### src/rtl/rw_control_logic.sv
// CPU-side read/write control for the 8259 core: registered buffer enables,
// ICW1..ICW4 initialisation sequencing, OCW1..OCW3 decode and register read-back.
module rw_control_logic #(
    parameter logic [7:0] IMR_RESET  = 8'h00,
    parameter logic       RSEL_RESET = 1'b0
) (
    input  logic       CLK,
    input  logic       RST,
    input  logic       CS_n,
    input  logic       RD_n,
    input  logic       WR_n,
    input  logic       A0,
    input  logic [7:0] InternalD_IN,
    input  logic [7:0] IRR,
    input  logic [7:0] ISR,
    output logic [7:0] InternalD_OUT,
    output logic       R,
    output logic       W,
    output logic [7:0] ICW1,
    output logic [7:0] ICW2,
    output logic [7:0] ICW3,
    output logic [7:0] ICW4,
    output logic [7:0] IMR,
    output logic [7:0] OCW2,
    output logic       OCW2_Valid,
    output logic       Init_Done
);

    typedef enum logic [2:0] {
        UNINIT,
        WAIT_ICW2,
        WAIT_ICW3,
        WAIT_ICW4,
        READY
    } state_t;

    state_t     state_q, state_d;
    logic       r_q, r_d, w_q, w_d, wr_prev_q, wr_prev_d;
    logic [7:0] wdat_q, wdat_d;
    logic       wa0_q, wa0_d;
    logic [7:0] dout_q, dout_d;
    logic [7:0] icw1_q, icw1_d, icw2_q, icw2_d;
    logic [7:0] icw3_q, icw3_d, icw4_q, icw4_d;
    logic [7:0] imr_q, imr_d, ocw2_q, ocw2_d;
    logic       ocw2_valid_q, ocw2_valid_d;
    logic       init_done_q, init_done_d;
    logic       rsel_q, rsel_d;
    logic       commit;

    always_comb begin
        state_d      = state_q;
        icw1_d       = icw1_q;
        icw2_d       = icw2_q;
        icw3_d       = icw3_q;
        icw4_d       = icw4_q;
        imr_d        = imr_q;
        ocw2_d       = ocw2_q;
        rsel_d       = rsel_q;
        wdat_d       = wdat_q;
        wa0_d        = wa0_q;
        ocw2_valid_d = 1'b0;
        // Simultaneous RD_n/WR_n low enables neither direction
        r_d          = ~(~CS_n & ~RD_n & WR_n);
        w_d          = ~(~CS_n & ~WR_n & RD_n);
        wr_prev_d    = w_q;
        dout_d       = A0 ? imr_q : (rsel_q ? ISR : IRR);
        if (!w_q) begin
            wdat_d = InternalD_IN;
            wa0_d  = A0;
        end
        commit = w_q & ~wr_prev_q;
        if (commit) begin
            if (!wa0_q && wdat_q[4]) begin
                icw1_d  = wdat_q;
                icw2_d  = 8'h00;
                icw3_d  = 8'h00;
                icw4_d  = 8'h00;
                imr_d   = IMR_RESET;
                rsel_d  = RSEL_RESET;
                state_d = WAIT_ICW2;
            end else begin
                case (state_q)
                    WAIT_ICW2: if (wa0_q) begin
                        icw2_d = wdat_q;
                        if (!icw1_q[1])     state_d = WAIT_ICW3;
                        else if (icw1_q[0]) state_d = WAIT_ICW4;
                        else                state_d = READY;
                    end
                    WAIT_ICW3: if (wa0_q) begin
                        icw3_d  = wdat_q;
                        state_d = icw1_q[0] ? WAIT_ICW4 : READY;
                    end
                    WAIT_ICW4: if (wa0_q) begin
                        icw4_d  = wdat_q;
                        state_d = READY;
                    end
                    READY: begin
                        if (wa0_q) begin
                            imr_d = wdat_q;
                        end else if (wdat_q[4:3] == 2'b00) begin
                            ocw2_d       = wdat_q;
                            ocw2_valid_d = 1'b1;
                        end else if (wdat_q[1]) begin
                            rsel_d = wdat_q[0];
                        end
                    end
                    default: ;
                endcase
            end
        end
        init_done_d = (state_d == READY);
    end

    always_ff @(posedge CLK) begin
        if (RST) begin
            state_q      <= UNINIT;
            r_q          <= 1'b1;
            w_q          <= 1'b1;
            wr_prev_q    <= 1'b1;
            wdat_q       <= 8'h00;
            wa0_q        <= 1'b0;
            dout_q       <= 8'h00;
            icw1_q       <= 8'h00;
            icw2_q       <= 8'h00;
            icw3_q       <= 8'h00;
            icw4_q       <= 8'h00;
            imr_q        <= IMR_RESET;
            ocw2_q       <= 8'h00;
            ocw2_valid_q <= 1'b0;
            init_done_q  <= 1'b0;
            rsel_q       <= RSEL_RESET;
        end else begin
            state_q      <= state_d;
            r_q          <= r_d;
            w_q          <= w_d;
            wr_prev_q    <= wr_prev_d;
            wdat_q       <= wdat_d;
            wa0_q        <= wa0_d;
            dout_q       <= dout_d;
            icw1_q       <= icw1_d;
            icw2_q       <= icw2_d;
            icw3_q       <= icw3_d;
            icw4_q       <= icw4_d;
            imr_q        <= imr_d;
            ocw2_q       <= ocw2_d;
            ocw2_valid_q <= ocw2_valid_d;
            init_done_q  <= init_done_d;
            rsel_q       <= rsel_d;
        end
    end

    assign InternalD_OUT = dout_q;
    assign R             = r_q;
    assign W             = w_q;
    assign ICW1          = icw1_q;
    assign ICW2          = icw2_q;
    assign ICW3          = icw3_q;
    assign ICW4          = icw4_q;
    assign IMR           = imr_q;
    assign OCW2          = ocw2_q;
    assign OCW2_Valid    = ocw2_valid_q;
    assign Init_Done     = init_done_q;

endmodule
### config.mk
export PLATFORM = sky130hd
export DESIGN_NAME = rw_control_logic
export DESIGN_NICKNAME = d
export VERILOG_FILES = /design/src/rtl/rw_control_logic.sv
export SDC_FILE = /design/constraint.sdc
export NUM_CORES = 1
export LEC_CHECK = 0
export ABC_CLOCK_PERIOD_IN_PS = 2800
export CAP_MARGIN = 20
export CORE_UTILIZATION = 45
export DETAILED_ROUTE_END_ITERATION = 6
export GPL_TIMING_DRIVEN = 0
export PLACE_DENSITY = 0.76
export REMOVE_ABC_BUFFERS = 1
export SLEW_MARGIN = 20
export SYNTH_ARGS = -nofsm -noshare
export SYNTH_HDL_FRONTEND = slang
export SYNTH_SLANG_ARGS = --single-unit
### constraint.sdc
create_clock -name CLK -period 2.8 [get_ports CLK]
set_clock_uncertainty 0.05 [all_clocks]
set_input_delay 0.56 -clock CLK [delete_from_list [all_inputs] [get_ports CLK]]
set_output_delay 0.56 -clock CLK [all_outputs]
set_load 0.05 [all_outputs]
# Yosys cells after proc, flatten, opt, wreduce, memory -nomap -nowiden
# Index checks and enable logic that the tools add are counted.
dict set report totals {
  out_inout_bits 60
  ff_bits 74
  wordCells 80
}
dict set report classes {
  bitwise 15
  eq_ne 7
  mux 25
  reduce_logical 17
}
# op n
set op_table {}
lappend op_table {{8-bit 2-to-1 mux} 11}
lappend op_table {{3-bit 2-to-1 mux} 7}
lappend op_table {{3-bit AND reduction} 4}
lappend op_table {{2-bit nonzero test} 6}
lappend op_table {{1-bit inverter} 10}
lappend op_table {{5-bit AND reduction} 2}
lappend op_table {{3-bit one-hot mux with 3 select lines} 1}
lappend op_table {{3-bit by 2-bit == test with 1-bit output, second input constant} 2}
lappend op_table {{3-bit == test, second input constant} 2}
lappend op_table {{1-bit 2-to-1 mux} 6}
lappend op_table {{1-bit AND} 5}
lappend op_table {{5-bit OR reduction} 1}
lappend op_table {{3-bit by 1-bit == test with 1-bit output, second input constant} 1}
lappend op_table {{2-bit zero test} 1}
lappend op_table {{2-bit by 1-bit != test with 1-bit output, second input constant} 1}
lappend op_table {{2-bit != test, second input constant} 1}
lappend op_table {{2-bit AND reduction} 1}
lappend op_table {{1-bit logical AND} 1}
lappend op_table {{1-bit zero test} 1}

# Logic depth before layout (Yosys ltp)
# Gate-level depths: netlist of the first run.
dict set report depth {
  depth_word 7
  depth_mapped 5
  depth_no_buf 3
}

# Least setup slack after synthesis of the first run
# No wires, ideal clock.
dict set report synth_timing {
  kind {register -> register}
  from {register w_q, in the netlist W}
  to {register ocw2_q[0], in the netlist OCW2[0]}
  setup_time_ns 0.072
  n_path_buf 1
  path_slack_ns 1.209
  arrival_ns 1.469
  required_time_ns 2.678
  stages_incl_launch_ff 5
  path_cell_list {dfxtp_1 -> nor3b_1 -> and3_1 -> buf_4 -> mux2i_1}
}
dict set report synth_between {
  elab_chain_cells 2
}
# element line
set synth_lines {}
lappend synth_lines {{start, declared} 38} ;# logic r_q, r_d, w_q, w_d, wr_prev_q, wr_prev_d;
lappend synth_lines {{start signal, assigned} 135} ;# w_q <= w_d;
lappend synth_lines {{1-bit AND} 71} ;# commit = w_q & ~wr_prev_q;
lappend synth_lines {{5-bit AND reduction (no line)} --}
lappend synth_lines {{end signal, assigned} 145} ;# ocw2_q <= ocw2_d;
lappend synth_lines {{end, declared} 44} ;# logic [7:0] imr_q, imr_d, ocw2_q, ocw2_d;
# Every way passes these cells.
# A chain may end at the register's enable or synchronous reset.

# Worst setup path after layout of the first run
dict set report layout_timing {
  from {register w_q, in the netlist W}
  to {output W}
}
# element line
set layout_lines {}
lappend layout_lines {{end, declared} 18} ;# output logic W,
# No word-level cell between the ends.

==> results_dict.tcl, run 1 <==
set metrics [dict create \
    status "complete, no violations" \
    hold_class "reg2reg" \
    drive_above_1_share_pct 9.091 \
    pwr-share-comb_pct 6.9 \
    slew_violations 0 \
    final_cell_mix "clkdlybuf4s50_1, dfxtp_1, mux2i_1" \
    crit_path_start_kind "flip-flop" \
    relSlewSlack_pct 54.92 \
    clk_pin_slew_worst_paths_ns 0.07 \
    initial_utilization_pct 47.79 \
    crit_required_ns 2.19 \
    ys_ff_latch 74 \
    yosys_warnings 0 \
    intPower_uw 1720 \
    cts_hold_buf 0 \
    worst_pin_slew_ns 0.6748 \
    swShare_pct 21.50 \
    power_switching_uw 471.1 \
    critPathCaptureType "output pin" \
    die_w_um 85.06 \
    io_buffer_count 89 \
    cts_buffer_depth 2 \
    power_leakage_uw 0.001731 \
    fin_crit_sh_pct 88.11 \
    drc_errors 0 \
    crit_slowest_cell "clkdlybuf4s50_1" \
    clock_sinks 74 \
    ir_drop_uv 269.3 \
    multi_input_area_mm2 0.001523 \
    clkPwrFrac_pct 44.0 \
    area_delta_synth_final_pct 36.56 \
    fin_area_mm2 0.004239 \
    powerDensity_mw_per_mm2 516.8 \
    cts_tree "done" \
    grt_first_pass_wirelength_um 10630 \
    ios 90 \
    cts_root_buffer "clkbuf_8" \
    wire_per_inst_um 14.61 \
    synth.cell_area_mm2 0.003104 \
    final_common_cell "clkdlybuf4s50_1" \
    clock_latency_ns 0.35 \
    die-area_mm2 0.007234 \
    critPathTopFamily "buffers and inverters" \
    grt-ovfl-total 0 \
    placed_area_mm2 0.004000 \
    max_freq_mhz 405.3 \
    stdcell_count 451 \
    finalSetupViolations 0 \
    crit_chain "clkdlybuf4s50_1" \
    power.share.sequential_pct 49.1 \
    place.detailed.hpwl_um 4449 \
    drt_pass1_iterations 4 \
    antenna_left 0 \
    fp-row-count 29 \
    postSynthCellCount 288 \
    track_usage_pct 18.97 \
    vias 2311 \
    rsz0062_at_grt "false" \
    final-seq-area_mm2 0.001483 \
    grt_pass1_vias 2170 \
    critical_path_class "reg2out" \
    grt_max_degree 87 \
    postCtsSetupBuffers 0 \
    max_cap_violations 0 \
    cts_buffers 9 \
    num_antenna_cells 0 \
    place.gp.congestion 0.7199 \
    hold_violations 0 \
    fin_util_pct 65.27 \
    die_h_um 85.06 \
    dp_cells 435 \
    yosysUniqueCellTypes 35 \
    final_nets 399 \
    min_period_ns 2.467 \
    vias_per_cell 5.124 \
    antenna_found_initial 0 \
    yosysSeqAreaShare_pct 47.72 \
    wirelength_um 6588 \
    fill_cells 546 \
    avgSynthCellArea_um2 10.78 \
    drt-initial-drc-count 86 \
    core_mm2 0.006495 \
    fin_hold_ws_ns 0.4275 \
    crit_buf_inv 1 \
    ctsHtreeMaxLevel 3 \
    critPathMaxFanout 16 \
    max_stage_delay_ns 0.89 \
    worstPathArrival_ns 1.86 \
]
stage by stage:
| step | total power, uW | worst slack [ns] | TNS [ns] |
|---|---|---|---|
| after floorplan | 1173 | 0.6370 | 0 |
| after global placement | 1253 | -0.6289 | -33.39 |
| after detailed placement | 1252 | 0.4365 | 0 |
| after CTS | 2204 | 0.03907 | 0 |
| after global routing | 2262 | 0.3094 | 0 |
| final | 2191 | 0.3328 | 0 |
layer usage:
metal	vias to the layer above	part of all wire, %	track usage [%]
li1	1143	-	-
met3	12	5.9	4.864
met4	0	1.9	8.320
met1	1083	46	24.08
met2	73	46	30.57
met5	-	0	0
final cells by class:
| type | instances | share of cell area (%) |
|---|---|---|
| flip-flops and latches | 74 | 34.98 |
| multi-input cells | 192 | 35.92 |
| inverters | 3 | 0.2656 |
| well taps | 77 | 2.273 |
| clock inverters | 4 | 1.712 |
| repair buffers | 89 | 20.96 |
| clock buffers | 12 | 3.896 |
registers in the layout, summed over array words and instances, names as in the netlist:
signal,cells
Init_Done,1
IMR,8
state_q,3
ICW1,8
R,1
InternalD_OUT,8
rsel_q,1
W,1
ICW4,8
OCW2_Valid,1
ICW2,8
OCW2,8
wr_prev_q,1
ICW3,8
wdat_q,8
wa0_q,1
logic make-up (layout without fill, tap and decap cells):
family | Yosys count | after routing | share of synthesized area, %
AND/OR/NAND/NOR | 108 | 108 | 21.16
multiplexers | 70 | 70 | 22.89
flip-flops | 74 | 74 | 47.72
AO/OA/AOI/OAI | 14 | 14 | 4.998
buffers and inverters | 22 | 108 | 3.224
power groups by stage:
stage / clock network (uW) / registers (uW) / logic [uW]
after floorplan: 0 / 1120 / 51.3
after global placement: 0 / 1100 / 152
after detailed placement: 0 / 1100 / 151
after CTS: 975 / 1080 / 152
after global routing: 1020 / 1080 / 161
final: 964 / 1080 / 150
repair_timing:
action                     CTS  global route
setup endpoints to repair    0             1
hold endpoints to repair     0             0
resized for setup            0             1
synth_stat cells, drive strengths merged:
cell     number  area [um^2]
clkbuf        9        33.78
nand2         2        7.510
a211oi        1        7.510
nor2b         3        18.77
and4bb        1        12.51
a21oi         4        20.02
nor4          1        6.260
o21a          1        7.510
nor2         29        108.9
nand4bb       1        11.26
inv           3        11.26
dfxtp        74         1481
nand4         1        6.260
mux2i        62        620.6
nor4bb        1        10.01
buf          10        55.05
and4b         1        10.01
a31oi         1        6.260
o211ai        4        85.08
or2           2        12.52
a211o         1        8.760
and2          1        6.260
mux2          8        90.09
nor3b         6        61.31
nand2b       46        287.8
a41oi         1        8.760
and3b         1        8.760
and2b         1        7.510
nand3b       10        75.07
and3          1        6.260
o2111a        1        11.26
final timing paths:
path | end | slack [ns] | startpoint | cells past startpoint
worst max-delay path | W | 0.33 | W | 1
worst min-delay path | OCW2[4] | 0.43 | OCW2[4] | 1
worst max register to register | ICW4[5] | 0.87 | W | 3
worst min register to register | OCW2[4] | 0.43 | OCW2[4] | 1
No activity file was read; power rests on OpenSTA's default activity.
==> run 2, diff against run 1 <==
--- a/config.mk
+++ b/config.mk
@@ -7,6 +7,7 @@
 export LEC_CHECK = 0
 export ABC_CLOCK_PERIOD_IN_PS = 2800
 export CAP_MARGIN = 20
+export CORE_MARGIN = 3
 export CORE_UTILIZATION = 45
 export DETAILED_ROUTE_END_ITERATION = 6
 export GPL_TIMING_DRIVEN = 0
==> results_dict.tcl, run 2 (synthesis gave the netlist of run 1 again) <==
set metrics [dict create \
    status "complete, no violations" \
    use_met3_pct 5.161 \
    place.gp.congestion 0.7117 \
    track_usage_pct 17.51 \
    powerDensity_mw_per_mm2 478.4 \
    fin_tns_setup_ns 0 \
    grt_max_degree 87 \
    power_switching_uw 452.6 \
    swShare_pct 22.66 \
    rr_endpoint "ICW3[1]" \
    fin_total_pwr_uw 1997 \
    clk_pin_slew_worst_paths_ns 0.08 \
    crit_required_ns 2.19 \
    grt-ovfl-total 0 \
    fp-row-count 29 \
    vias 2279 \
    ctsHtreeMaxLevel 3 \
    worstPathArrival_ns 1.82 \
    vias_per_cell 5.076 \
    fin_hold_ws_ns 0.4241 \
    io_buffer_count 89 \
    clock_sinks 74 \
    worstReg2RegStart "W" \
    r2r_setup_slack_ns 0.87 \
    power.share.sequential_pct 53.9 \
    drt_pass1_iterations 4 \
    max_freq_mhz 411.8 \
    worstRegToRegCells 3 \
    die-area_mm2 0.007931 \
    crit_path_start_kind "flip-flop" \
    clkPwrFrac_pct 38.6 \
    critPathCaptureType "output pin" \
    hold_violations 0 \
    fill_cells 528 \
    hold_end "OCW2[3]" \
    wirelength_um 6720 \
    critical_path_class "reg2out" \
    slew_violations 0 \
    pwr-share-comb_pct 7.5 \
    grt_use_met2_pct 27.19 \
    cts_root_buffer "clkbuf_8" \
    fin_crit_sh_pct 86.73 \
    final_cell_mix "clkdlybuf4s50_1, dfxtp_1, mux2i_1" \
    crit_buf_inv 1 \
    ir_drop_uv 315.9 \
    cts_tree "done" \
    antenna_left 0 \
    multi_input_area_mm2 0.001523 \
    core_mm2 0.006531 \
    max_stage_delay_ns 0.89 \
    final_nets 399 \
    postCtsSetupBuffers 0 \
    cts_buffer_depth 2 \
    clock_latency_ns 0.34 \
    busiest_layer "met2" \
    initial_utilization_pct 47.53 \
    final-seq-area_mm2 0.001483 \
    crit_slowest_cell "clkdlybuf4s50_1" \
    hold_depth 1 \
    worst_pin_slew_ns 0.7053 \
    antenna_found_initial 0 \
    rsz0062_at_grt "false" \
    drive_above_1_share_pct 8.333 \
    max_cap_violations 0 \
    min_period_ns 2.428 \
    grt_first_pass_wirelength_um 10540 \
    stdcell_count 449 \
    area_delta_synth_final_pct 34.46 \
    die_w_um 89.06 \
    crit_chain "clkdlybuf4s50_1" \
    die_h_um 89.06 \
    grt.met1_usage_pct 22.58 \
    drc_errors 0 \
    hold_class "reg2reg" \
    ios 90 \
    final_common_cell "clkdlybuf4s50_1" \
    relSlewSlack_pct 52.98 \
    num_antenna_cells 0 \
    power_leakage_uw 0.001704 \
    intPower_uw 1544 \
    wire_per_inst_um 14.97 \
    holdCritStartpoint "OCW2[3]" \
    dp_cells 435 \
    grt_pass1_vias 2138 \
    critPathMaxFanout 16 \
    place.detailed.hpwl_um 4600 \
    finalSetupViolations 0 \
    drt-initial-drc-count 95 \
    cts_buffers 9 \
    critPathTopFamily "buffers and inverters" \
]
[run 2: cell count changes in the layout (fill, tap and decap cells not counted)]
cell / previous run / this run
clkinvlp_4: 1 / 0
bufinv_16: 2 / 1
clkinv_2: 1 / 3
clkbuf_8: 12 / 9
clkbuf_1: 0 / 1
[run 2: routing by layer]
metal	vias to the layer above	wire length [um]
met5	-	0
met4	0	110
met3	10	372
met2	59	3159
met1	1073	3077
li1	1137	-
[run 2: area by class of cell]
| cell class | count | share of cell area (%) |
|---|---|---|
| Multi-Input combinational cell | 192 | 36.48 |
| Sequential cell | 74 | 35.52 |
| Timing Repair Buffer | 89 | 21.28 |
| Clock buffer | 10 | 3.058 |
| Tap cell | 77 | 2.308 |
| Clock inverter | 4 | 1.079 |
| Inverter | 3 | 0.2698 |
[run 2: timing repair]
action | in CTS | in global routing
hold buffers | 0 | 0
setup endpoints to repair | 0 | 1
gates resized for setup | 0 | 1
[run 2: how the worst max path moves through the flow]
stage / startpoint / endpoint / slack, ns / cells after the start
after floorplan: W / ICW2[0] / 0.64 / 3
after global placement: RST / ICW3[2] / -0.60 / 3
after detailed placement: W / W / 0.48 / 1
after CTS: W / W / 0.09 / 1
after global routing: W / W / 0.29 / 1
final: W / W / 0.37 / 1
[run 2: per-stage QoR]
stage	utilization (%)	cell area (um^2)	worst slack, ns
after floorplan	-	3015	0.6370
after CTS	63.89	4173	0.08673
after detailed placement	61.25	4000	0.4816
after global routing	63.91	4174	0.2891
final	63.91	4174	0.3716
after global placement	61.28	4003	-0.5963
[run 2: power by group through the flow]
stage	Combinational [uW]	Sequential [uW]	Clock [uW]
floorplan	51.3	1120	0
global placement	152	1100	0
detailed placement	151	1100	0
CTS	151	1080	783
global route	160	1080	846
finish	150	1080	770
[run 2: worst register-to-register path, cell delays in order, from the launching register on]
cell      delay (ns)
dfxtp_2         0.59
nor2b_1         0.63
o211ai_4        0.33
mux2i_1         0.20
==> RTL edit, RTL diff (settings of run 1) <==
`wdat_q` and `dout_q` no longer have a reset.
--- a/src/rtl/rw_control_logic.sv
+++ b/src/rtl/rw_control_logic.sv
@@ -119,5 +119,3 @@
             wr_prev_q    <= 1'b1;
-            wdat_q       <= 8'h00;
             wa0_q        <= 1'b0;
-            dout_q       <= 8'h00;
             icw1_q       <= 8'h00;
@@ -136,5 +134,3 @@
             wr_prev_q    <= wr_prev_d;
-            wdat_q       <= wdat_d;
             wa0_q        <= wa0_d;
-            dout_q       <= dout_d;
             icw1_q       <= icw1_d;
@@ -149,2 +145,7 @@
         end
+    end
+
+    always_ff @(posedge CLK) begin
+        wdat_q <= wdat_d;
+        dout_q <= dout_d;
     end
Function: changed (a bounded check fails within 4 cycles, from zero or initial values and one cycle with RST high).
==> RTL edit against run 1 <==
  * Setup slack gained 0.11 ns
  * Synthesized area fell by 9.3%
  * Routed wire length down 5.5%
  * Final area down 6.4%
  * Sequential cell count unchanged
  * Global-route usage rose by 1.3 points
  * Power down 3.4%
  * Maximum frequency increased by 4.7%
  * Combinational power down 8%
  * Critical path type is now register to register
==> RTL edit: results (changes against run 1) <==
* Outcome: complete, no violations
* Tot Pwr at 0.00212 W (-3.4%)
* GRT Overall Usage at 20.3% (+1.3 points)
* Largest stage delay, worst path at 0.67 ns (-0.22 ns)
* Register area share after synthesis at 55.4% (+7.7 points)
* Vias at 2192 (-5.1%)
* Max layer used: met4
* Slew at the pin with the worst max-slew slack at 0.775 ns (+0.100 ns)
* Met1 Use GR at 24.5% (+0.39 points)
* CP max-delay cell: nor2_1
* Logic pwr share at 6.5% (-0.4 points)
* Top cells by area, synth: dfxtp_1, mux2i_1, edfxtp_1
* Pre-CTS worst setup slack at 0.443 ns (+0.00685 ns)
* DR vias/cell at 5.06 (-1.2%)
* WL met2 at 2.86 mm (-5.0%)
* First-pass GRT wire length at 9.95 mm (-6.4%)
* Hold path cells at 2 (+1)
* Routability congestion estimate at 0.719 (-0.18%)
* Seq pwr share at 51.5% (+2.4 points)
* WL final at 6.22 mm (-5.5%)
* Beginning of the worst hold path: ICW1[3]
* CP startpoint: wa0_q
* Iter 0 DRT Violations at 134 (+56%)
* Largest net degree at the start of global routing at 43 (-51%)
* Synth cell types at 31 (-11%)
* Cell family with most CP delay: simple AND/OR/NAND/NOR gates
* Post-synth EDFFs at 8 (+8)
* Post-Syn Instances at 266 (-7.6%)
* Most common library cells after synthesis: dfxtp_1, mux2i_1, nor2_1, nand2_1, o21ai_0
* Fill cell count at 522 (-4.4%)
* Critical path peak fanout at 11 (-5)
* Fin nets at 383 (-4.0%)
* Post-DP Area at 0.00375 mm^2 (-6.3%)
* M1 WL at 2.73 mm (-11%)
* Cells after DPL at 417 (-4.1%)
* P_leak at 1.40 nW (-19%)
* Hpwl dp at 4.42 mm (-0.74%)
* Pint at 0.00165 W (-4.3%)
* Via count of the first global-routing pass at 2115 (-2.5%)
* Met3 Resource Use GR at 6.40% (+1.5 points)
* Met3 routed WL at 542 um (+39%)
* Arr. time, crit path at 2.54 ns (+0.68 ns)
* Peak VDD IR at 0.000322 V (+19%)
* Share of layout cells above drive strength 1 at 7.82% (-1.3 points)
==> RTL edit: cell types whose count changed after synthesis, sizes merged, moves of 11 or more <==
cell / change
nand2b: -43
nor2: +17
nand2: +21
mux2i: -15
o21ai: +11
==> RTL edit: final cells by class <==
class,instances,area (um^2),share of cell area (%)
Clock buffer,9,124,3.12
Clock inverter,7,93.8,2.37
Inverter,2,7.51,0.189
Multi-Input combinational cell,176,1180,29.7
Sequential cell,74,1560,39.4
Tap cell,75,93.8,2.37
Timing Repair Buffer,90,906,22.8
==> RTL edit: cell families (layout without fill, tap and decap cells) <==
kind of cell | count (synthesis) | count (layout) | synth area share [%]
compound gates | 29 | 29 | 7.69
mux | 47 | 47 | 16.7
simple gates | 100 | 100 | 17.5
flops | 74 | 74 | 55.4
buf+inv | 16 | 108 | 2.67
==> RTL edit: final timing paths <==
kind | end | slack [ns]
worst min-delay path | ICW1[3] | 0.41
worst max-delay path | OCW2[3] | 0.44
worst max register to register | OCW2[3] | 0.44
worst min register to register | ICW1[3] | 0.41
